==> src/rtl/ysyx_24110006_fetch_queue.sv <==
// Decoupling queue between the IFU and the IDU. It holds fetched {pc, inst, exception, mcause, predict} packets.
// After a faulting fetch it refuses further packets until the faulting packet has been popped.
module ysyx_24110006_fetch_queue #(
  parameter int DEPTH = 4,
  parameter int PTR_W = $clog2(DEPTH)
) (
  input  logic             i_clock,
  input  logic             i_reset,
  input  logic             i_valid,
  output logic             o_ready,
  input  logic [31:0]      i_pc,
  input  logic [31:0]      i_inst,
  input  logic             i_exception,
  input  logic [3:0]       i_mcause,
  input  logic             i_predict,
  output logic             o_valid,
  input  logic             i_ready,
  output logic [31:0]      o_pc,
  output logic [31:0]      o_inst,
  output logic             o_exception,
  output logic [3:0]       o_mcause,
  output logic             o_predict,
  input  logic             i_flush,
  output logic [PTR_W:0]   o_count
);

  typedef struct packed {
    logic [31:0] pc;
    logic [31:0] inst;
    logic        exc;
    logic [3:0]  mcause;
    logic        predict;
  } pkt_t;

  localparam logic [PTR_W:0] PTR_ONE = {{PTR_W{1'b0}}, 1'b1};

  pkt_t           entry_q [DEPTH];
  pkt_t           in_pkt;
  pkt_t           head;
  logic [PTR_W:0] wp_q, wp_d;
  logic [PTR_W:0] rp_q, rp_d;
  logic           exc_held_q, exc_held_d;
  logic           empty, full, push, pop;

  assign empty = (wp_q == rp_q);
  assign full  = (wp_q[PTR_W-1:0] == rp_q[PTR_W-1:0]) && (wp_q[PTR_W] != rp_q[PTR_W]);

  // Ready depends only on registered state and reset, so there is no combinational path from i_valid.
  assign o_ready = !full && !exc_held_q && i_reset;
  assign o_valid = !empty;
  assign push    = i_valid && o_ready;
  assign pop     = o_valid && i_ready;
  assign o_count = wp_q - rp_q;

  assign in_pkt = '{pc: i_pc, inst: i_inst, exc: i_exception, mcause: i_mcause, predict: i_predict};
  assign head   = entry_q[rp_q[PTR_W-1:0]];

  assign o_pc        = head.pc;
  assign o_inst      = head.inst;
  assign o_exception = head.exc;
  assign o_mcause    = head.mcause;
  assign o_predict   = head.predict;

  always_comb begin
    wp_d       = wp_q;
    rp_d       = rp_q;
    exc_held_d = exc_held_q;
    if (i_flush) begin
      wp_d       = '0;
      rp_d       = '0;
      exc_held_d = 1'b0;
    end else begin
      if (pop) begin
        rp_d = rp_q + PTR_ONE;
        if (head.exc) exc_held_d = 1'b0;
      end
      if (push) begin
        wp_d = wp_q + PTR_ONE;
        if (i_exception) exc_held_d = 1'b1;
      end
    end
  end

  always_ff @(posedge i_clock) begin
    if (!i_reset) begin
      wp_q       <= '0;
      rp_q       <= '0;
      exc_held_q <= 1'b0;
    end else begin
      wp_q       <= wp_d;
      rp_q       <= rp_d;
      exc_held_q <= exc_held_d;
    end
  end

  // Each slot owns its own write enable; a flush suppresses the push in that cycle.
  generate
    for (genvar gi = 0; gi < DEPTH; gi++) begin : g_entry
      always_ff @(posedge i_clock) begin
        if (!i_reset) begin
          entry_q[gi] <= '0;
        end else if (push && !i_flush && (wp_q[PTR_W-1:0] == PTR_W'(gi))) begin
          entry_q[gi] <= in_pkt;
        end
      end
    end
  endgenerate

endmodule

==> config.mk <==
export PLATFORM = sky130hd
export DESIGN_NAME = ysyx_24110006_fetch_queue
export DESIGN_NICKNAME = d
export VERILOG_FILES = /design/src/rtl/ysyx_24110006_fetch_queue.sv
export SDC_FILE = /design/constraint.sdc
export NUM_CORES = 1
export LEC_CHECK = 0
export ABC_AREA = 1
export BUFFER_PORTS_ARGS = -buffer_cell sky130_fd_sc_hd__buf_2
export CAP_MARGIN = 20
export CORE_AREA = 2 2 149 151
export DETAILED_ROUTE_END_ITERATION = 8
export DIE_AREA = 0 0 151 153
export HOLD_SLACK_MARGIN = 0.12
export PLACE_DENSITY = 0.81
export REMOVE_ABC_BUFFERS = 1
export SLEW_MARGIN = 25
export SYNTH_ARGS = -nofsm -noshare
export SYNTH_HDL_FRONTEND = slang
export SYNTH_SLANG_ARGS = --single-unit
==> constraint.sdc <==
create_clock -name i_clock -period 3.9 [get_ports i_clock]
set_input_delay 0.78 -clock i_clock [delete_from_list [all_inputs] [get_ports i_clock]]
set_output_delay 0.78 -clock i_clock [all_outputs]
set_load 0.01 [all_outputs]
# Word-level counts from Yosys, hierarchy flattened
# Memory sizes are Yosys's and may differ from the RTL's. A register that Yosys moved wholly into a read port is not among the register bits.
# Index checks and enable logic that the tools add are counted.
classes:
  add_sub_neg: 3
  eq_ne: 6
  mux: 23
  n_bitwise: 5
  reduce_logical: 16
ops:
  columns: ["op", "count"]
  rows:
  - ["$mux 70", 4]
  - ["$mux 1", 17]
  - ["$logic_and 1x1->1", 10]
  - ["$add 3x1->3 const B", 2]
  - ["$eq 2x2->1 const B", 2]
  - ["$logic_not 1->1", 4]
  - ["$mux 2", 2]
  - ["$or 1x1->1", 4]
  - ["$eq 3x3->1", 1]
  - ["$sub 3x3->3", 1]
  - ["$eq 2x1->1 const B", 1]
  - ["$eq 2x2->1", 1]
  - ["$logic_not 2->1", 1]
  - ["$reduce_or 2->1", 1]
  - ["$ne 1x1->1", 1]
  - ["$not 1->1", 1]
word_totals:
  ff_bits: 7
  ramBits: 280
  memories: 1
memory_table:
  columns: ["memory", "depth", "word_bits", "rd", "rd_clocked_by_memory_dff", "wr", "line_no", "rtl"]
  rows:
  - ["entry_q", 4, 70, 1, 1, 4, "37", "pkt_t entry_q [DEPTH];"]

# Logic depth before layout (Yosys ltp)
# Gate-level depths: netlist of run 1.
logic_depth:
  depth_word: 12
  mapped_depth: 10
  mapped_depth_nobuf: 9

# Worst setup path before layout of run 1
# No wires, ideal clock.
synth_path:
  path_type: "input to register"
  startpoint: "input port i_reset"
  endpoint: "memory entry_q[0][0] (netlist name) (enable)"
  setup_time_ns: 0.430
  t_arrival_ns: 3.126
  required_time_ns: 3.470
  setup_slack_ns: 0.344
  cell_stages: 7
  path_buffers: 1
  path_cell_list: "inv_1 > nor2_1 > nand3_2 > nor2_8 > nand2_4 > buf_2 > nand2_1"
synth_lines:
  columns: ["item", "line_no", "rtl"]
  rows:
  - ["from (decl)", "8", "input logic i_reset,"]
  - ["to (decl)", "37", null]

==> out/qor.yml, run 1 <==
setup_viol: 0
hold_viol_final: 0
grt_setup_unrepaired: "no"
synth_simple_gate_area_frac: 0.144
r2r-end: "entry_q[3][61]"
reg2reg_from: "wp_q[0]"
vdd_ir_drop_max_uv: 323
slew_headroom: 0.342
critPathKind: "flip-flop to output pin"
synthToLayoutAreaGrowth_pct: 15.9
end_kind: "output pin"
max_freq_ghz: 0.313
r2r_slack_ns: 1.32
clk_transition_reported_paths_ns: 0.06
ys_warn_count: 0
async_flop_share: 0
synth-xor-area-share: 0.00142
synth_cells: 1129
worstPathRequired_ns: 3.12
synth_compound_area_frac: 0.0965
grt_overflow: 0
initial_core_util: 0.573
drtIter0Drc: 683
synth_cell_type_count: 22
synth_mux_area_frac: 0
grt_pass1_wl_microns: 44700
cts_setup_buffers: 0
port_buffers: 149
vias: 8698
cts_root_buf: "clkbuf_16"
tns_ns: 0
insertion_delay_ns: 0.54
p_leak_nw: 6.05
nFillCells: 1610
gp_congestion: 0.784
status: "finished clean"
synth_top_family_by_area: "simple AND/OR/NAND/NOR gates"
max_stage_delay_ns: 0.52
detail-route-antenna-nets: 0
slew_viol_final: 0
cts_tree: "done"
cp_top_family: "buffers and inverters"
worst_slew_pin_slew_ns: 0.988
post_cts_resized: 0
core_sq_um: 21500
synth_edf_count: 280
avgViaCountPerCell: 5.60
die_h_microns: 153
ios: 150
h-tree-depth: 1
grt_pass1_vias: 8735
layout_commonest_cell: "nor2_1"
whs_endpoint: "exc_held_q"
worstPathArrival_ns: 2.42
wl_per_cell_microns: 18.1
whs_path_depth: 2
syn_avg_cell_area_sq_um: 10.9
synth_fa_ha_area_frac: 0.00875
period_needed_ns: 3.20
maxCapViolCount: 0
clock-sinks: 289
antenna_found_initial: 2
clockBufferDepth: 3
drive_above_1_share: 0.170
synthFlopType: "edfxtp_1"
cpMaxStageDelayCell: "inv_2"
layout_common_cells: "421 x nor2_1, 280 x edfxtp_1, 149 x buf_2, 140 x o21ai_0, 82 x inv_1"
drc_errors: 0
dieArea_sq_um: 23100
p_per_area_nw_per_um2: 471
worstHoldStart: "exc_held_q"
first_pass_iters: 5
seq_area_frac_synth: 0.698
period_share: 0.819
dpl_cell_area_sq_um: 13300
crit_buf_inv: 3
rows: 54
grt_usage: 0.247
finClkSkew_ns: 0.00906
cp_max_fo: 40
cp_cell_sequence: "inv_2 > buf_12 > o21ai_0 > o22ai_1 > buf_2"
start_kind: "flip-flop"
yosys_register_bits: 289
drt_wl_total_microns: 28100
rr_worst_depth: 10
cts_buffers: 28
syn_area_sq_um: 12300
hold_buffers: 0
nets: 1335
die_w_microns: 151
dp_hpwl_microns: 15500
final_cell_area_sq_um: 14300
min-delay-path-class: "flip-flop to flip-flop"
grt_max_degree: 118
[sequential cells by signal, summed over array words and instances, names as in the netlist, named ones only]
register / cells
entry_q: 280
exc_held_q: 1
wp_q: 3
rp_q: 3
[how the worst max path moves through the flow]
stage | start | end | depth (start not counted)
floorplan | flip-flop | o_inst[0] | 3
global placement | i_reset | entry_q[3][11] | 8
detailed placement | i_reset | entry_q[3][33] | 8
CTS | flip-flop | o_pc[12] | 4
global route | flip-flop | o_inst[10] | 4
finish | flip-flop | o_pc[12] | 5
[routing by layer]
layer,vias up,track usage,routed length (microns)
li1,4093,-,-
met1,4189,0.331,11200
met2,371,0.421,14100
met3,43,0.0433,2310
met4,2,0.0614,522
met5,-,0,11
[stage by stage]
step / power, mW / setup WS, ns / utilization / cells / hold slack, ns
5_1_grt: 6.90 / 0.550 / 0.663 / 1553 / 0.513
2_1_floorplan: 3.86 / -1.96 / - / 1057 / 0.455
6_report: 6.71 / 0.704 / 0.663 / 1554 / 0.502
4_1_cts: 6.73 / 0.692 / 0.663 / 1553 / 0.502
3_3_place_gp: 4.06 / 1.06 / 0.620 / 1502 / 0.470
3_5_place_dp: 4.07 / 1.01 / 0.620 / 1502 / 0.494
[where the power goes]
group          internal (mW)  total, mW  switching, mW  leakage, nW
sequential              3.53       3.56         0.0362         2.96
clock                   1.62       2.70           1.09        0.446
combinational          0.144      0.443          0.299         2.64
total                   5.29       6.71           1.42         6.05
[final cells by class]
cell class	instances	area (sq um)	area share
Antenna cell	1	2.50	0.000176
Clock buffer	44	812	0.0570
Clock inverter	7	108	0.00755
Inverter	85	322	0.0226
Multi-Input combinational cell	683	3110	0.218
Sequential cell	289	8590	0.603
Tap cell	280	350	0.0246
Timing Repair Buffer	165	953	0.0669
[tightest hold or removal path: stages (launching register included)]
cell and delay, ns:
dfxtp_1 0.32, o21ai_1 0.07, a21oi_1 0.07
[cell families (layout without fill, tap and decap cells)]
group           count (synthesis)  count (layout)
simple gates                  454             454
flops                         289             289
compound gates                219             219
buf+inv                       157             301
fa+ha+maj                       8               8
xor+xnor                        2               2
other cells                     0               1
[synth_stat cells (6+ instances only)]
cell | n | area share
ha_1 | 7 | 0.0071
buf_2 | 34 | 0.014
o21ai_0 | 140 | 0.057
inv_1 | 84 | 0.026
edfxtp_1 | 280 | 0.68
nor2_1 | 421 | 0.13
nand2_1 | 19 | 0.0058
a21oi_1 | 7 | 0.0028
o22ai_1 | 69 | 0.035
dfxtp_1 | 9 | 0.015
clkbuf_1 | 38 | 0.012
nand3_1 | 6 | 0.0024
Power figures use the tool's default switching activity.
==> run 2: changes to the inputs <==
==> constraint.sdc (replaced) <==
create_clock -name i_clock -period 3 [get_ports i_clock]
set_input_delay 0.6 -clock i_clock [delete_from_list [all_inputs] [get_ports i_clock]]
set_output_delay 0.6 -clock i_clock [all_outputs]
set_load 0.01 [all_outputs]
==> run 2 against run 1 <==
  * Sequential power up 30%
  * Highest routed layer unchanged
  * Power rose by 37%
  * Critical path type unchanged
  * Clock skew rose by 0.014 ns
  * Cell count up 0.26%
  * Critical path depth decreased by 1
  * Sequential share of layout area is 0.76 points lower
  * Largest cell class unchanged
  * Die area unchanged
  * Non-clock buffer count is 2 higher
==> out/qor.yml, run 2 (same netlist as run 1, synthesis figures left out) <==
status: "finished clean"  # unchanged
worst_slew_pin_slew_ns: 0.932  # was 0.988 ns
vias: 8858  # was 8698
gp_congestion: 0.793  # was 0.784
worstPathRequired_ns: 2.40  # was 3.12 ns
worstHoldStart: "i_valid"  # was exc_held_q
multi_input_area_sq_um: 3110  # unchanged
final_cell_area_sq_um: 14400  # was 14300 sq um
insertion_delay_ns: 0.55  # was 0.54 ns
slew_headroom: 0.378  # was 0.342
end_kind: "output pin"  # unchanged
core_sq_um: 21500  # unchanged
h-tree-depth: 1  # unchanged
max_freq_ghz: 0.359
die_h_microns: 153  # unchanged
layout_commonest_cell: "nor2_1"  # unchanged
wl_per_cell_microns: 18.6  # was 18.1 microns
hold_viol_final: 0  # unchanged
r2r-end: "entry_q[3][49]"  # was entry_q[3][61]
cts_root_buf: "clkbuf_16"  # unchanged
drive_above_1_share: 0.181  # was 0.170
rows: 54  # unchanged
drt_wl_total_microns: 28900  # was 28100 microns
grt_usage: 0.251  # was 0.247
p_leak_nw: 6.14  # was 6.05 nW
avgViaCountPerCell: 5.69  # was 5.60
vdd_ir_drop_max_uv: 425  # was 323 uV
hold_buffers: 0  # unchanged
nets: 1338  # was 1335
grt_pass1_vias: 8949  # was 8735
cts_tree: "done"  # unchanged
whs_endpoint: "wp_q[1]"  # was exc_held_q
setup_viol: 0  # unchanged
max_stage_delay_ns: 0.55  # was 0.52 ns
slew_viol_final: 0  # unchanged
top_register: "entry_q"  # unchanged
clock-sinks: 289  # unchanged
die_w_microns: 151  # unchanged
port_buffers: 149  # unchanged
cp_cell_sequence: "buf_4 > o21ai_0 > o22ai_1 > buf_2"  # was inv_2 > buf_12 > o21ai_0 > o22ai_1 > buf_2
dpl_cell_area_sq_um: 13400  # was 13300 sq um
cp_max_fo: 32  # was 40
start_kind: "flip-flop"  # unchanged
drtIter0Drc: 906  # was 683
grt_pass1_wl_microns: 45300  # was 44700 microns
cpMaxStageDelayCell: "dfxtp_2"  # was inv_2
drc_errors: 0  # unchanged
clockBufferDepth: 3  # unchanged
layout_common_cells: "421 x nor2_1, 280 x edfxtp_1, 149 x buf_2, 140 x o21ai_0, 82 x inv_1"  # unchanged
clk_transition_reported_paths_ns: 0.06  # about the same
n_antenna_cell: 0  # was 1
post-route-util: 0.672  # was 0.663
largest_reg_flops: 280  # unchanged
grt_setup_unrepaired: "no"  # unchanged
post_cts_resized: 0  # unchanged
dp_hpwl_microns: 15500  # about the same
grt_max_degree: 141  # was 118
dieArea_sq_um: 23100  # unchanged
first_pass_iters: 8  # was 5
ios: 150  # unchanged
top_regs: "entry_q x280, rp_q x3, wp_q x3"  # unchanged
rr_worst_depth: 10  # unchanged
worstPathArrival_ns: 2.19  # was 2.42 ns
period_needed_ns: 2.79
reg2reg_from: "wp_q[0]"  # unchanged
maxCapViolCount: 0  # unchanged
seq_area_sq_um: 8590  # unchanged
synthToLayoutAreaGrowth_pct: 17.3  # was 15.9%
cts_setup_buffers: 0  # unchanged
p_per_area_nw_per_um2: 636  # was 471 nW/um^2
nFillCells: 1539  # was 1610
initial_core_util: 0.573  # unchanged
critPathKind: "flip-flop to output pin"  # unchanged
period_share: 0.929
min-delay-path-class: "input port to flip-flop"  # was flip-flop to flip-flop
cts_buffers: 29  # was 28
finClkSkew_ns: 0.0236  # was 0.00906 ns
antenna_found_initial: 1  # was 2
detail-route-antenna-nets: 0  # unchanged
r2r_slack_ns: 0.46  # was 1.32 ns
whs_path_depth: 3  # was 2
grt_overflow: 0  # unchanged
run 2: cell types whose count changed in the layout (fill, tap and decap cells not counted):
cell,previous run,this run
clkbuf_1,12,2
clkinv_2,2,10
bufinv_16,3,8
buf_12,7,10
clkbuf_8,3,0
buf_4,9,8
clkinv_1,2,3
clkinvlp_4,0,1
diode_2,1,0
inv_6,0,1
run 2: worst max-delay path by stage:
| stage | depth (start not counted) | start | end | slack (ns) |
|---|---|---|---|---|
| after floorplan | 3 | flip-flop | o_inst[0] | -2.68 |
| final | 4 | flip-flop | o_pc[0] | 0.21 |
| after CTS | 5 | flip-flop | o_pc[0] | 0.23 |
| after global routing | 5 | flip-flop | o_pc[0] | 0.08 |
| after global placement | 8 | i_reset | entry_q[2][15] | 0.55 |
| after detailed placement | 8 | i_reset | entry_q[3][55] | 0.51 |
run 2: area by class of cell:
| type | count | area share |
|---|---|---|
| clock inverter | 23 | 0.0220 |
| tap | 280 | 0.0243 |
| clock buffer | 31 | 0.0508 |
| sequential | 289 | 0.595 |
| timing repair buffer | 167 | 0.0697 |
| multi-input combinational | 683 | 0.216 |
| inverter | 85 | 0.0223 |
run 2: where the power goes:
| part | switching [mW] | internal (mW) | total, mW |
|---|---|---|---|
| combinational | 0.399 | 0.193 | 0.592 |
| sequential | 0.0449 | 4.59 | 4.63 |
| clock | 1.50 | 2.45 | 3.96 |
run 2: per-stage QoR:
stage / hold slack [ns] / TNS [ns] / total power [mW] / setup slack [ns] / std cells
final: 0.381 / 0 / 9.18 / 0.213 / 1558
after global routing: 0.379 / 0 / 9.42 / 0.0806 / 1558
after CTS: 0.353 / 0 / 9.20 / 0.231 / 1558
after detailed placement: 0.481 / 0 / 5.30 / 0.509 / 1504
after global placement: 0.475 / 0 / 5.28 / 0.550 / 1504
after floorplan: 0.455 / -366.65 / 5.02 / -2.68 / 1057
run 2: critical path: cells and delay by family (launching register included):
family          cells  cell delay (ns)
buf+inv             2             0.59
flops               1             0.55
compound gates      2             0.48
run 2: per-layer routing:
metal	vias to the layer above	wire length, microns	track usage
li1	4105	-	-
met1	4246	11200	0.335
met2	459	14500	0.426
met3	46	2700	0.0421
met4	2	511	0.0730
met5	-	13	0
==> run 3: changes to the inputs <==
--- a/config.mk
+++ b/config.mk
@@ -12,7 +12,7 @@
 export DETAILED_ROUTE_END_ITERATION = 8
 export DIE_AREA = 0 0 151 153
 export HOLD_SLACK_MARGIN = 0.12
-export PLACE_DENSITY = 0.81
+export PLACE_DENSITY = 0.84
 export REMOVE_ABC_BUFFERS = 1
 export SLEW_MARGIN = 25
 export SYNTH_ARGS = -nofsm -noshare
==> run 3 against run 2 <==
  * Power fell by 3.6%
  * Global-route usage rose by 0.081 points
  * Setup slack improved by 0.099 ns
  * Flip-flop and latch count did not move
  * First-iteration DRC count fell by 5.4%
  * Largest cell class unchanged
==> out/qor.yml, run 3 (same netlist as run 1, synthesis figures left out) <==
r2r-end: "entry_q[3][7]"  # was entry_q[3][49]
cpMaxStageDelayCell: "dfxtp_4"  # was dfxtp_2
largest_reg_flops: 280  # unchanged
final_cells: 1559  # was 1558
cts_tree: "done"  # unchanged
layout_common_cells: "421 x nor2_1, 280 x edfxtp_1, 149 x buf_2, 140 x o21ai_0, 82 x inv_1"  # unchanged
grt_usage: 0.252  # was 0.251
nets: 1343  # was 1338
finClkSkew_ns: 0.0127  # was 0.0236 ns
critPathKind: "flip-flop to output pin"  # unchanged
layout_commonest_cell: "nor2_1"  # unchanged
worstHoldStart: "i_exception"  # was i_valid
h-tree-depth: 1  # unchanged
insertion_delay_ns: 0.54  # was 0.55 ns
status: "finished clean"  # unchanged
detail-route-antenna-nets: 0  # unchanged
whs_path_depth: 3  # unchanged
n_antenna_cell: 0  # unchanged
core_sq_um: 21500  # unchanged
hold_viol_final: 0  # unchanged
nFillCells: 1607  # was 1539
clock-sinks: 289  # unchanged
max_stage_delay_ns: 0.57  # was 0.55 ns
antenna_found_initial: 0  # was 1
first_pass_iters: 5  # was 8
cp_cell_sequence: "buf_12 > o21ai_0 > o22ai_1 > buf_2"  # was buf_4 > o21ai_0 > o22ai_1 > buf_2
tns_ns: 0  # unchanged
gp_congestion: 0.828  # was 0.793
p_leak_nw: 6.13  # was 6.14 nW
drt_wl_total_microns: 28900  # about the same
max_freq_ghz: 0.372  # was 0.359 GHz
worstPathArrival_ns: 2.09  # was 2.19 ns
grt_overflow: 0  # unchanged
clockBufferDepth: 3  # unchanged
cp_top_family: "flip-flops"  # was buffers and inverters
dp.cells: 1509  # was 1504
slew_viol_final: 0  # unchanged
drtIter0Drc: 857  # was 906
rr_worst_depth: 10  # unchanged
cts_setup_buffers: 0  # unchanged
rows: 54  # unchanged
end_kind: "output pin"  # unchanged
setup_viol: 0  # unchanged
top_register: "entry_q"  # unchanged
whs_endpoint: "exc_held_q"  # was wp_q[1]
timing.hold.ws_ns: 0.362  # was 0.381 ns
start_kind: "flip-flop"  # unchanged
die_h_microns: 153  # unchanged
p_total_mw: 8.85  # was 9.18 mW
grt_setup_unrepaired: "no"  # unchanged
avgViaCountPerCell: 5.70  # was 5.69
cp_max_fo: 70  # was 32
maxCapViolCount: 0  # unchanged
wl_per_cell_microns: 18.5  # was 18.6 microns
ios: 150  # unchanged
crit_buf_inv: 2  # unchanged
cts_buffers: 29  # unchanged
grt_pass1_wl_microns: 45400  # was 45300 microns
dp_hpwl_microns: 15900  # was 15500 microns
r2r_slack_ns: 0.45  # was 0.46 ns
vdd_ir_drop_max_uv: 522  # was 425 uV
slew_headroom: 0.364  # was 0.378
clk_transition_reported_paths_ns: 0.06  # about the same
grt_pass1_vias: 8969  # was 8949
drc_errors: 0  # unchanged
post_cts_resized: 0  # unchanged
die_w_microns: 151  # unchanged
drive_above_1_share: 0.179  # was 0.181
min-delay-path-class: "input port to flip-flop"  # unchanged
dieArea_sq_um: 23100  # unchanged
worstPathRequired_ns: 2.40  # about the same
p_per_area_nw_per_um2: 615  # was 636 nW/um^2
vias: 8881  # was 8858
synthToLayoutAreaGrowth_pct: 17.0  # was 17.3%
period_share: 0.896  # was 0.929
post-route-util: 0.670  # was 0.672
initial_core_util: 0.573  # unchanged
worst_slew_pin_slew_ns: 0.954  # was 0.932 ns
top_regs: "entry_q x280, rp_q x3, wp_q x3"  # unchanged
grt_max_degree: 71  # was 141
reg2reg_from: "wp_q[0]"  # unchanged
hold_buffers: 0  # unchanged
cts_root_buf: "clkbuf_16"  # unchanged
period_needed_ns: 2.69  # was 2.79 ns
port_buffers: 149  # unchanged
## run 3: layout make-up
| cell class | count | area, sq um | share of cell area |
|---|---|---|---|
| Clock buffer | 35 | 748 | 0.0520 |
| Clock inverter | 15 | 201 | 0.0140 |
| Inverter | 85 | 322 | 0.0223 |
| Multi-Input combinational cell | 683 | 3110 | 0.216 |
| Sequential cell | 289 | 8590 | 0.597 |
| Tap cell | 280 | 350 | 0.0243 |
| Timing Repair Buffer | 172 | 1070 | 0.0742 |
## run 3: worst max path at each step
stage | startpoint | endpoint | slack, ns | cells after the start
after floorplan | flip-flop | o_inst[0] | -2.68 | 3
after global placement | i_reset | entry_q[2][13] | 0.52 | 8
after detailed placement | i_reset | entry_q[2][42] | 0.47 | 8
after CTS | wp_q[0] | o_ready | 0.32 | 6
after global routing | flip-flop | o_inst[25] | 0.21 | 5
final | flip-flop | o_inst[23] | 0.31 | 4
## run 3: through the flow
stage	instance area (sq um)	setup WS (ns)
final	14400	0.312
after global routing	14400	0.213
after CTS	14400	0.324
after detailed placement	13400	0.470
after global placement	13400	0.524
after floorplan	12000	-2.68
## run 3: where the power goes
group | switching (mW) | internal, mW | total, mW
Sequential | 0.0444 | 4.59 | 4.63
Combinational | 0.394 | 0.197 | 0.591
Clock | 1.44 | 2.19 | 3.63
Total | 1.88 | 6.97 | 8.85
## run 3: layer usage
| layer | share of wire | global-route usage |
|---|---|---|
| met1 | 0.38 | 0.334 |
| met2 | 0.50 | 0.430 |
| met3 | 0.10 | 0.0424 |
| met4 | 0.019 | 0.0734 |
| met5 | 0 | 0 |
## run 3: worst register-to-register path, cell delays in order (launching register included)
cell and delay [ns]:
dfxtp_1 0.38, inv_1 0.12, ha_1 0.32, nand2_1 0.06
inv_2 0.07, nand2_1 0.10, nand3_2 0.17, nor2_8 0.07
nand2_4 0.07, buf_4 0.75, nor2_1 0.14
